`src/rtl/uart_baud_if.sv`:
```
// Control/tick bundle between the baud generator and the UART rx/tx FSMs.
// The master drives the divisor and control pulses; the slave returns the tick enables.
interface uart_baud_if #(
  parameter int DIV_WIDTH  = 16,
  parameter int FRAC_WIDTH = 4
);
  logic                  i_enable;
  logic                  i_load;
  logic                  i_sync;
  logic [DIV_WIDTH-1:0]  i_div_int;
  logic [FRAC_WIDTH-1:0] i_div_frac;
  logic                  o_tick;
  logic                  o_mid_tick;
  logic                  o_bit_tick;
  logic                  o_cfg_err;

  modport master (
    output i_enable, i_load, i_sync, i_div_int, i_div_frac,
    input  o_tick, o_mid_tick, o_bit_tick, o_cfg_err
  );

  modport slave (
    input  i_enable, i_load, i_sync, i_div_int, i_div_frac,
    output o_tick, o_mid_tick, o_bit_tick, o_cfg_err
  );
endinterface

```
`src/rtl/uart_baud_gen.sv`:
```
// Fractional baud-rate generator: oversample, mid-bit and bit ticks from one clock.
// Each period is d or d+1 clocks, with the extra clock inserted by a first-order accumulator.
module uart_baud_gen #(
  parameter int DIV_WIDTH    = 16,
  parameter int FRAC_WIDTH   = 4,
  parameter int OVERSAMPLE   = 16,
  parameter int DEFAULT_DIV  = 651,
  parameter int DEFAULT_FRAC = 1
) (
  input  logic       i_clk,
  input  logic       i_reset,
  uart_baud_if.slave bif
);
  localparam int OS_W = $clog2(OVERSAMPLE);
  localparam logic [OS_W-1:0] OS_LAST = OS_W'(OVERSAMPLE - 1);
  localparam logic [OS_W-1:0] OS_MID  = OS_W'(OVERSAMPLE / 2 - 1);

  logic [DIV_WIDTH-1:0]  div_q, div_d, cnt_q, cnt_d;
  logic [FRAC_WIDTH-1:0] frac_q, frac_d, acc_q, acc_d;
  logic                  carry_q, carry_d;
  logic [OS_W-1:0]       os_q, os_d;

  logic [DIV_WIDTH:0]    d_eff, period_m1;
  logic [FRAC_WIDTH:0]   acc_sum;
  logic                  cfg_err, last, tick;

  // One extra bit so div=2^DIV_WIDTH-1 plus a carry clock cannot overflow.
  assign cfg_err   = (div_q < DIV_WIDTH'(2));
  assign d_eff     = cfg_err ? (DIV_WIDTH+1)'(2) : {1'b0, div_q};
  assign period_m1 = d_eff + {{DIV_WIDTH{1'b0}}, carry_q} - (DIV_WIDTH+1)'(1);
  assign last      = ({1'b0, cnt_q} == period_m1);
  assign acc_sum   = {1'b0, acc_q} + {1'b0, frac_q};

  assign tick           = bif.i_enable & last & ~bif.i_load & ~bif.i_sync;
  assign bif.o_tick     = tick;
  assign bif.o_mid_tick = tick & (os_q == OS_MID);
  assign bif.o_bit_tick = tick & (os_q == OS_LAST);
  assign bif.o_cfg_err  = cfg_err;

  always_comb begin
    div_d   = div_q;
    frac_d  = frac_q;
    cnt_d   = cnt_q;
    acc_d   = acc_q;
    carry_d = carry_q;
    os_d    = os_q;
    if (bif.i_load || bif.i_sync) begin
      if (bif.i_load) begin
        div_d  = bif.i_div_int;
        frac_d = bif.i_div_frac;
      end
      cnt_d   = '0;
      acc_d   = '0;
      carry_d = 1'b0;
      os_d    = '0;
    end else if (bif.i_enable) begin
      if (last) begin
        cnt_d            = '0;
        {carry_d, acc_d} = acc_sum;
        os_d             = (os_q == OS_LAST) ? '0 : os_q + OS_W'(1);
      end else begin
        cnt_d = cnt_q + DIV_WIDTH'(1);
      end
    end
  end

  always_ff @(posedge i_clk or negedge i_reset) begin
    if (!i_reset) begin
      div_q   <= DIV_WIDTH'(DEFAULT_DIV);
      frac_q  <= FRAC_WIDTH'(DEFAULT_FRAC);
      cnt_q   <= '0;
      acc_q   <= '0;
      carry_q <= 1'b0;
      os_q    <= '0;
    end else begin
      div_q   <= div_d;
      frac_q  <= frac_d;
      cnt_q   <= cnt_d;
      acc_q   <= acc_d;
      carry_q <= carry_d;
      os_q    <= os_d;
    end
  end
endmodule

```
`src/flat_wrapper.sv`:
```
// flat-port wrapper written by rule: the top's interface ports become plain ports
module uart_baud_gen_flat 
#(
  parameter int DIV_WIDTH    = 16,
  parameter int FRAC_WIDTH   = 4,
  parameter int OVERSAMPLE   = 16,
  parameter int DEFAULT_DIV  = 651,
  parameter int DEFAULT_FRAC = 1
)
  (i_clk, i_reset, bif_i_enable, bif_i_load, bif_i_sync, bif_i_div_int, bif_i_div_frac, bif_o_tick, bif_o_mid_tick, bif_o_bit_tick, bif_o_cfg_err);
  uart_baud_if #(.DIV_WIDTH(DIV_WIDTH), .FRAC_WIDTH(FRAC_WIDTH)) bif_i ();
  input  logic i_clk;
  input  logic i_reset;
  input wire logic [$bits(bif_i.i_enable)-1:0] bif_i_enable;
  input wire logic [$bits(bif_i.i_load)-1:0] bif_i_load;
  input wire logic [$bits(bif_i.i_sync)-1:0] bif_i_sync;
  input wire logic [$bits(bif_i.i_div_int)-1:0] bif_i_div_int;
  input wire logic [$bits(bif_i.i_div_frac)-1:0] bif_i_div_frac;
  output wire logic [$bits(bif_i.o_tick)-1:0] bif_o_tick;
  output wire logic [$bits(bif_i.o_mid_tick)-1:0] bif_o_mid_tick;
  output wire logic [$bits(bif_i.o_bit_tick)-1:0] bif_o_bit_tick;
  output wire logic [$bits(bif_i.o_cfg_err)-1:0] bif_o_cfg_err;
  assign bif_i.i_enable = bif_i_enable;
  assign bif_i.i_load = bif_i_load;
  assign bif_i.i_sync = bif_i_sync;
  assign bif_i.i_div_int = bif_i_div_int;
  assign bif_i.i_div_frac = bif_i_div_frac;
  assign bif_o_tick = bif_i.o_tick;
  assign bif_o_mid_tick = bif_i.o_mid_tick;
  assign bif_o_bit_tick = bif_i.o_bit_tick;
  assign bif_o_cfg_err = bif_i.o_cfg_err;
  uart_baud_gen #(.DIV_WIDTH(DIV_WIDTH), .FRAC_WIDTH(FRAC_WIDTH), .OVERSAMPLE(OVERSAMPLE), .DEFAULT_DIV(DEFAULT_DIV), .DEFAULT_FRAC(DEFAULT_FRAC)) u_core (.i_clk(i_clk), .i_reset(i_reset), .bif(bif_i));
endmodule
```
`config.mk`:
```
export PLATFORM = sky130hd
export DESIGN_NAME = uart_baud_gen_flat
export DESIGN_NICKNAME = d
export VERILOG_FILES = /design/src/rtl/uart_baud_if.sv /design/src/rtl/uart_baud_gen.sv /design/src/flat_wrapper.sv
export SDC_FILE = /design/constraint.sdc
export NUM_CORES = 1
export LEC_CHECK = 0
export ABC_AREA = 1
export CORE_ASPECT_RATIO = 0.5
export CORE_UTILIZATION = 40
export DETAILED_ROUTE_END_ITERATION = 7
export SLEW_MARGIN = 20
export SYNTH_ARGS = -nofsm -noshare
export SYNTH_HDL_FRONTEND = slang
export SYNTH_SLANG_ARGS = --single-unit
```
`constraint.sdc`:
```
create_clock -name i_clk -period 3.5 [get_ports i_clk]
set_clock_uncertainty 0.1 [all_clocks]
set_input_delay 0.7 -clock i_clk [delete_from_list [all_inputs] [get_ports i_clk]]
set_output_delay 0.7 -clock i_clk [all_outputs]
set_load 0.01 [all_outputs]
```
Word level (Yosys, flattened, before mapping)
Cells that the tools add are included.

Bits in registers: 45. Memory bits (read-only): 0. Logic and storage cells: 41. Latch bits: 0. Input bits: 25. Output and inout bits: 4. Memories: 0. Bits in writable memories: 0.

Multiplexer cells: 14. Equal/unequal tests: 3. Magnitude comparators: 1. Divide/modulo/power cells: 0. $add $sub $neg: 5. Multiply operators: 0. Bitwise logic cells: 7. Shift-type cells: 0. Reduce and logical (&&, ||, !) cells: 5.

Operators with widths (count): 2-to-1 mux 16 bit (4); 2-to-1 mux 4 bit (7); adder 17 x 1 -> 17 bit (1); == test 16 x 17 -> 1 bit (1); subtractor 17 x 1 -> 17 bit, second input constant (1); adder 16 x 1 -> 16 bit, second input constant (1); less-than comparator 16 x 2 -> 1 bit, second input constant (1); adder 4 x 4 -> 5 bit (1); AND 1 bit (5); adder 4 x 1 -> 4 bit, second input constant (1); == test 4 x 3 -> 1 bit, second input constant (1); == test 4 bit, second input constant (1); AND reduction 2 bit (2); nonzero test 2 bit (2); 2-to-1 mux 1 bit (3); NOT 1 bit (2); logical OR 1 bit (1).

Logic depth before layout (Yosys ltp)
Gate-level depths: netlist (run 1).

Depth after elaboration: 9. Mapped depth: 24. Mapped depth without buffers: 22.

Worst setup path before layout (run 1)
OpenSTA, ideal clock, no wires.

Kind: reg-to-output. Start: register u_core.div_q[7]. End: output port bif_o_bit_tick. Data required time: 2.700 ns. Cell stages (with the launch flop): 21. Path buffers: 1. Arrival time: 2.819 ns. Slack: -0.119 ns. Path through: dfstp_2 -> nor2_1 -> nand2_1 -> nor2_2 -> nand2_4 -> buf_6 -> nand2_1 -> ha_1 -> ha_1 -> nand2_2 -> nor2_4 -> nand3_2 -> inv_2 -> or2_1 -> nand2_1 -> inv_1 -> nor2_2 -> nand3_2 -> nor3_4 -> nand3_2 -> nor2_1.

Word-level cells in the longest chain between the ends: 9.

Ends and longest elaborated chain: from (decl) (line uart_baud_gen.sv:18) `logic [DIV_WIDTH-1:0] div_q, div_d, cnt_q, cnt_d;`; from (signal assigned) (line uart_baud_gen.sv:69) `div_q <= DIV_WIDTH'(DEFAULT_DIV);`; from (signal assigned) (line uart_baud_gen.sv:76) `div_q <= div_d;`; less-than comparator 16 x 2 -> 1 bit (line uart_baud_gen.sv:28) `assign cfg_err = (div_q < DIV_WIDTH'(2));`; 2-to-1 mux 16 bit * (line uart_baud_gen.sv:29) `assign d_eff = cfg_err ? (DIV_WIDTH+1)'(2) : {1'b0, div_q};`; adder 17 x 1 -> 17 bit * (line uart_baud_gen.sv:30) `assign period_m1 = d_eff + {{DIV_WIDTH{1'b0}}, carry_q} - (DIV_WIDTH+1)'(1);`; subtractor 17 x 1 -> 17 bit * (line uart_baud_gen.sv:30); == test 16 x 17 -> 1 bit * (line uart_baud_gen.sv:31) `assign last = ({1'b0, cnt_q} == period_m1);`; AND 1 bit * (3 in series) (line uart_baud_gen.sv:34) `assign tick = bif.i_enable & last & ~bif.i_load & ~bif.i_sync;`; AND 1 bit * (line uart_baud_gen.sv:37) `assign bif.o_bit_tick = tick & (os_q == OS_LAST);`; to (decl) (line flat_wrapper.sv:21) `output wire logic [$bits(bif_i.o_bit_tick)-1:0] bif_o_bit_tick;`.

Mark *: on every way between the ends. The rest lies on a longest branch, timed or not.

Worst setup path after layout (run 1)
Ends and elaborated chain as after synthesis.

==> summary.md, run 1 <==
| Metric | Value |
|---|---|
| Failing checks | `setup timing` |
| Final Setup Violations | `3` |
| Hold Fails Final Rpt | `0` |
| Setup tns final | `-1.43 ns` |
| Multi-input gate area | `slightly below 2000 um2` |
| Layout area overhead | `37.3%` |
| DP HPWL | `6100 um` |
| Setup ws final | `-0.500 ns` |
| Largest area contributor in the netlist | `dfrtp_1` |
| Dominant synthesized flop cell | `dfrtp_1` |
| Clk slew on worst S/H paths | `0.07 ns` |
| CTS tree | `done` |
| Via Count | `between 3000 and 4000` |
| Drt first pass iters | `4` |
| Hold crit path type | `in -> async` |
| Most frequent cells in the layout | `nand2_1, buf_4, inv_1` |
| Max_slew headroom | `0.565` |
| ANT cells | `0` |
| Post-Synthesis Cells | `around 420` |
| Syn avg cell area | `roughly 7.8 um2` |
| CTS max path bufs | `2` |
| Buffers added on ports | `28` |
| Clk_lat worst skew | `0.29 ns` |
| Die Height | `between 60 and 70 um` |
| Num rows | `22` |
| H-tree depth | `2` |
| All-Layer GR Usage | `0.227` |
| Fillcell total | `700` |
| Library cells used by synthesis | `39` |
| Static Leakage | `between 2 and 2.5 nW` |
| Syn Nets | `~450` |
| GPL Wtd Cong | `roughly 0.91` |
| FF+latch count, synth | `45` |
| Routed length per instance | `roughly 14 um` |
| Clock sink count | `45` |
| DRT iter0 DRCs | `between 150 and 200` |
| Pin count of the biggest net entering global routing | `46` |
| Pwr Total | `roughly 1.4 mW` |
| Post-synth EDFFs | `0` |
| Via density | `between 4 and 5` |
| Worst path required time | `between 2 and 3 ns` |
| Layout cells sized above 1 | `0.316` |
| Status | `finished, violations left` |
| Sequential Area | `roughly 1100 um2` |
| I/O pins | `29` |
| Core Area | `around 7600 um2` |
| Vias in the first global route | `2917` |
| Final period util | `1.14` |
| First-pass GRT wire length | `approximately 15000 um` |
| Pwr Density | `about 320 nW/um2` |
| CP Capture Type | `output pin` |
| Detailed Route WL | `8720 um` |
| DP Worst Slack | `-0.497 ns` |
| Initial antenna violation count | `0` |
| Reg2reg setup slack | `around 0.08 ns` |
| DIE AREA | `approximately 8500 um2` |
| Cell Area, Synth | `3230 um2` |
| Yosys warns | `0` |
| Post-synthesis sequential area ratio | `0.350` |
| Fmax | `around 250 MHz` |
| Drt drc | `0` |
| CP Launch Type | `flip-flop` |
| Worst vdd ir | `around 0.20 mV` |
| CP Max Fanout | `4` |
| Fin. max-slew vios | `0` |
| Net count, final | `between 500 and 600` |
| Critical path type | `reg -> out` |
| Final Core Density | `0.587` |
| Most common cell after layout, fill and taps aside | `nand2_1` |
| Root Driver | `clkbuf_16` |
| CTS buffer count | `5` |
| Tmin final | `~4.0 ns` |
| Tightest Pin Transition | `between 0.6 and 0.7 ns` |
| Gr ovfl total | `0` |
| Fraction of registers with async set/reset | `1.00` |
| Die X | `around 130 um` |
| Antenna viol nets, final | `0` |
| Top cell type's share of synthesized area | `0.302` |
| Largest cells by area after synthesis | `dfrtp_1, nand2_1, xor2_1` |
| CP arrival | `3.20 ns` |
| RSZ-0062 raised after global routing | `yes` |
| Max Cap Violations | `0` |
| Starting Density | `0.427` |
[metrics by stage]
| stage | area (um2) | hold WS (ns) | cells |
|---|---|---|---|
| floorplan | 3280 | 0.304 | 417 |
| global placement | 3990 | 0.397 | 589 |
| detailed placement | 3990 | 0.401 | 589 |
| CTS | 4310 | 0.422 | 618 |
| global route | 4440 | 0.356 | 624 |
| finish | 4440 | 0.304 | 624 |
[area by class of cell]
type                    count  share of cell area
flip-flops and latches     45               0.255
multi-input cells         304               0.441
clock buffers               6              0.0313
repair buffers            102               0.190
inverters                  57              0.0487
clock inverters             2             0.00394
well taps                 108              0.0304
[cell usage after synthesis, types with 2 or more instances]
cell	number
nor2_2	9
ha_1	8
buf_2	2
mux2_2	10
nor2_4	3
xor2_1	24
buf_6	2
inv_1	54
a21oi_1	5
nand2_2	3
a21oi_2	10
buf_1	3
dfstp_2	6
xnor2_1	6
nand2_1	97
nand3_2	5
nor2_1	33
dfrtp_1	39
o21bai_1	2
nand3_1	33
inv_2	3
o21ai_0	12
nand4_1	23
clkbuf_1	5
nor3_1	4
nand4_2	3
[flip-flops by register name, indices dropped and copies added (netlist names)]
signal          cells
u_core.acc_q        4
u_core.carry_q      1
u_core.frac_q       4
u_core.div_q       16
u_core.cnt_q       16
u_core.os_q         4
[kinds of logic (layout without fill, tap and decap cells)]
family | count (synthesis) | in the layout | share of synthesized area
DFF | 45 | 45 | 0.350
xor gates and xnor gates | 31 | 31 | 0.0882
adders and majority gates | 9 | 9 | 0.0371
and+or+nand+nor | 221 | 222 | 0.340
AOI/OAI and AO/OA | 32 | 32 | 0.0642
buffers and inverters | 69 | 167 | 0.0855
muxes | 10 | 10 | 0.0348
[metal layers]
metal / global-route usage / up-vias / wire (um)
met5: 0 / - / 0
met1: 0.353 / 1407 / 4570
met4: 0.0529 / 0 / 94
li1: - / 1545 / -
met2: 0.309 / 64 / 3500
met3: 0.0489 / 9 / 546
[final timing paths]
check | start | to | cells after the start
worst min-delay path | i_reset | u_core.acc_q[2] | 1
worst max-delay path | u_core.div_q[7] | bif_o_bit_tick | 22
worst min register to register | u_core.acc_q[2] | u_core.acc_q[2] | 2
worst max register to register | u_core.div_q[7] | u_core.cnt_q[3] | 24
min in group i_clk | u_core.acc_q[2] | u_core.acc_q[2] | 2
max in group asynchronous | i_reset | u_core.div_q[13] | 1
[critical path: stages (launching register included)]
cell	delay, ns
dfstp_2	0.54
nor2_1	0.07
nand2_2	0.13
nor2_4	0.05
nand2_4	0.08
nand2_4	0.05
ha_4	0.16
ha_4	0.18
nand2_4	0.10
nor2_4	0.06
buf_4	0.13
nand3_2	0.06
inv_2	0.04
or2_1	0.22
nand2_1	0.09
inv_1	0.06
nor2_2	0.11
nand3_2	0.12
nor3_4	0.20
nand3_2	0.11
buf_6	0.15
nor2_4	0.09
buf_6	0.10
[report_power, final]
| part | switching [mW] | leakage (nW) | internal [mW] |
|---|---|---|---|
| clock network | 0.218 | 0.0775 | 0.288 |
| registers | 0.0186 | 0.578 | 0.548 |
| logic | 0.188 | 1.49 | 0.173 |
[what timing repair did]
item,4_1_cts,5_1_grt
hold buffers,0,0
buffers inserted,20,8
resized for setup,19,20
pin swaps,12,19
gates cloned,1,0
setup endpoints to repair,3,17
Power figures use the tool's default switching activity.
==> run 2: changes to the inputs <==
- CTS_CLUSTER_DIAMETER: not set -> 80
==> results of run 2 <==
Final layout, timing and power as in run 1 (identical DEF).
==> run 3: changes to the inputs <==
- ABC_AREA: 1 -> not set
- SKIP_CTS_REPAIR_TIMING: not set -> 1
==> run 3 against run 2 <==
Against the previous run:
- the flow still finishes with violations (setup timing)
- non-clock buffer count is 22 lower
- cell area is 11% lower
- utilization is 0.34 points higher
- global-route usage is 1.8 points lower
- via count is 20% lower
- critical path depth is 9 lower
- die area is 13% lower
- clock power is 10% higher
- combinational power is 16% lower
- setup slack worse by 0.18 ns
- critical endpoint is now bif_o_mid_tick
- largest cell class unchanged
==> summary.md, run 3 <==
| Metric | Value |
|---|---|
| DRT iter0 DRCs | `172 (+4.2%)` |
| Worst vdd ir | `0.201 mV (-1.5%)` |
| Initial antenna violation count | `0 (unchanged)` |
| DP HPWL | `5370 um (-12%)` |
| First-pass GRT wire length | `11600 um (-21%)` |
| GPL Wtd Cong | `0.908 (about the same)` |
| Cell Area, Synth | `2810 um2 (-13%)` |
| Register share of total power | `0.396 (about the same)` |
| RSZ-0062 raised after global routing | `yes` |
| Post-Synthesis Cells | `274 (-34%)` |
| Clock sink count | `45 (unchanged)` |
| Core Area | `6730 um2 (-11%)` |
| Worst path required time | `2.70 ns (about the same)` |
| Max Cap Violations | `0 (unchanged)` |
| Setup ws final | `-0.683 ns (-0.183 ns)` |
| Max_slew headroom | `0.606 (+0.0417)` |
| Crit-path cells | `or3_4 > nand4b_1 > o21ai_2 > ha_2 > ha_4 > nand2b_4 > nor4_1 > xnor2_1 > a2111oi_4 > and4_4 > nand3_4 > nor4_4 > buf_2` |
| Most common cell after layout, fill and taps aside | `buf_4` |
| CP peak stage delay | `0.38 ns (-0.16 ns)` |
| Layout area overhead | `41.5%` |
| DIE AREA | `7370 um2 (-13%)` |
| Hold crit path type | `in -> async` |
| Library cells used by synthesis | `54 (+38%)` |
| CTS buffer count | `5 (unchanged)` |
| Vias in the first global route | `2335 (-20%)` |
| Fin. max-slew vios | `0 (unchanged)` |
| Layout cells sized above 1 | `0.376 (+0.0602)` |
| Tightest Pin Transition | `0.591 ns (-0.0618 ns)` |
| Fraction of registers with async set/reset | `1.00 (unchanged)` |
| Via Count | `2425 (-20%)` |
| Pwr Density | `360 nW/um2 (+11%)` |
| Switch Pwr | `0.367 mW (-14%)` |
| Most common cell in the netlist | `dfrtp_1` |
| Num rows | `21 (-4.5%)` |
| Synth top cells by count | `dfrtp_1, xnor2_1, mux2_2, xor2_1, nor3_1` |
| H-tree depth | `2 (unchanged)` |
| Static Leakage | `1.60 nW (-25%)` |
| All-Layer GR Usage | `0.208 (-0.0184)` |
| Net count, final | `384 (-30%)` |
| Largest cells by area after synthesis | `dfrtp_1, mux2_2, xnor2_1` |
| Tmin final | `4.18 ns (+0.183 ns)` |
| Sw Share | `0.257 (-0.0393)` |
| CP arrival | `3.38 ns (+0.18 ns)` |
| Fillcell total | `590 (-16%)` |
| Slowest cell on the critical path | `or3_4` |
| Hold Fails Final Rpt | `0 (unchanged)` |
| FF+latch count, synth | `45 (unchanged)` |
| Drt first pass iters | `4 (unchanged)` |
| Die Height | `61.2 um (-6.7%)` |
| Post-synthesis sequential area ratio | `0.404 (+0.0536)` |
| Final Core Density | `0.590 (+0.00344)` |
| Via density | `5.47 (+13%)` |
| Starting Density | `0.417 (-0.0102)` |
| Most frequent cells in the layout | `buf_4, dfrtp_1, clkdlybuf4s50_1` |
| Clk slew on worst S/H paths | `0.06 ns (about the same)` |
| Drt drc | `0 (unchanged)` |
| Routed length per instance | `17.3 um (+24%)` |
| Dominant synthesized flop cell | `dfrtp_1` |
| Final period util | `1.20 (+0.0522)` |
| CTS max path bufs | `2 (unchanged)` |
| CTS tree | `done` |
| Pwr Total | `1.43 mW (-0.35%)` |
| Crit-path leading delay family | `simple AND/OR/NAND/NOR gates` |
| Gr ovfl total | `0 (unchanged)` |
| CP Max Fanout | `6 (+2)` |
| CP bufs+invs | `1 (-4)` |
| Pin count of the biggest net entering global routing | `46 (unchanged)` |
| Post-route insts no fill | `443 (-29%)` |
| Syn Nets | `308 (-32%)` |
| Antenna viol nets, final | `0 (unchanged)` |
| I/O pins | `29 (unchanged)` |
| Failing checks | `setup timing` |
| Post-synth EDFFs | `0 (unchanged)` |
| Syn avg cell area | `10.2 um2 (+32%)` |
| CP Launch Type | `flip-flop` |
| CP Capture Type | `output pin` |
| Largest area contributor in the netlist | `dfrtp_1` |
| Clk_lat worst skew | `0.29 ns (about the same)` |
| Buffers added on ports | `28 (unchanged)` |
| Biggest regs | `u_core.cnt_q: 16 flops, u_core.div_q: 16 flops` |
| Final Setup Violations | `25 (+22)` |
| Reg2reg setup slack | `-0.25 ns (-0.33 ns)` |
| Yosys warns | `0 (unchanged)` |
| Critical path type | `reg -> out` |
| Root Driver | `clkbuf_16` |
| Comb power frac | `0.212 (-0.040)` |
| Detailed Route WL | `7680 um (-12%)` |
| Top cell type's share of synthesized area | `0.348 (+0.0462)` |
| Fmax | `239 MHz (-4.4%)` |
| Clock Power Share | `0.392 (+0.039)` |
| Post-Place Cells | `431 (-27%)` |
| ANT cells | `0 (unchanged)` |
| Power Internal | `1.06 mW (+5.2%)` |
| Setup tns final | `-6.05 ns (-4.62 ns)` |
| Die X | `120 um (-6.8%)` |
| Status | `finished, violations left` |
==> run 3: cell count changes in the layout (fill, tap and decap cells not counted), sizes merged, moves of 9 or more <==
cell | previous run | this run
nand3 | 38 | 13
nand4 | 26 | 14
inv | 58 | 4
nor2 | 45 | 15
nor4 | 0 | 9
o21ai | 13 | 4
xnor2 | 6 | 21
buf | 78 | 55
nor3 | 5 | 18
mux2 | 10 | 20
nand2 | 101 | 12
==> run 3: per-layer routing <==
layer  vias up  wire (um)  track usage
li1       1166          -            -
met1      1212       3840        0.284
met2        40       3550        0.342
met3         7        210       0.0398
met4         0         76       0.0705
met5         -          0            0
==> run 3: final cells by class <==
| class | instances | area, um2 | area share |
|---|---|---|---|
| Clock inverter | 1 | 30.0 | 0.00756 |
| Clock buffer | 7 | 143 | 0.0359 |
| Timing Repair Buffer | 80 | 698 | 0.176 |
| Multi-Input combinational cell | 214 | 1840 | 0.462 |
| Inverter | 4 | 15.0 | 0.00378 |
| Sequential cell | 45 | 1130 | 0.286 |
| Tap cell | 92 | 115 | 0.0290 |
==> run 3: cells by family (layout without fill, tap and decap cells) <==
family / count (synthesis) / after routing / share of synthesized area
simple gates: 108 / 108 / 0.223
flops: 45 / 45 / 0.404
xor+xnor: 39 / 39 / 0.122
compound gates: 36 / 36 / 0.0959
mux: 22 / 22 / 0.0874
buf+inv: 15 / 92 / 0.0245
fa+ha+maj: 9 / 9 / 0.0428
==> run 3: worst paths after layout <==
check                                 start  cells after the start               end
setup / recovery            u_core.div_q[9]                     13    bif_o_mid_tick
hold / removal                      i_reset                      1    u_core.carry_q
setup reg to reg            u_core.div_q[9]                     17  u_core.cnt_q[13]
hold reg to reg            u_core.frac_q[2]                      1  u_core.frac_q[2]
max in group asynchronous           i_reset                      1   u_core.div_q[4]
min in group i_clk         u_core.frac_q[2]                      1  u_core.frac_q[2]
==> run 3: worst reg2reg max path: stages, from the launching register on <==
cell	delay (ns)
dfstp_2	0.37
or3_4	0.38
nand4b_1	0.24
o21ai_2	0.17
ha_2	0.22
buf_4	0.13
nor3b_4	0.24
buf_4	0.16
nand3_2	0.07
mux2i_2	0.22
xnor2_2	0.13
buf_4	0.16
or3_4	0.40
buf_6	0.14
nor4_4	0.13
buf_6	0.16
clkbuf_16	0.16
nor3_1	0.05
==> run 3: through the flow <==
stage                     setup slack [ns]  hold WS (ns)  area, um2
final                               -0.683         0.314       3970
after CTS                            -1.13         0.415       3750
after detailed placement            -0.794         0.401       3580
after floorplan                     -0.334         0.304       2880
after global placement              -0.703         0.408       3580
after global routing                -0.810         0.366       3970
==> run 3: power by group through the flow <==
stage / registers (mW) / logic [mW] / clock network, mW
3_5_place_dp: 0.573 / 0.272 / 0
6_report: 0.566 / 0.303 / 0.559
2_1_floorplan: 0.581 / 0.130 / 0
3_3_place_gp: 0.572 / 0.266 / 0
4_1_cts: 0.564 / 0.274 / 0.564
5_1_grt: 0.569 / 0.324 / 0.597
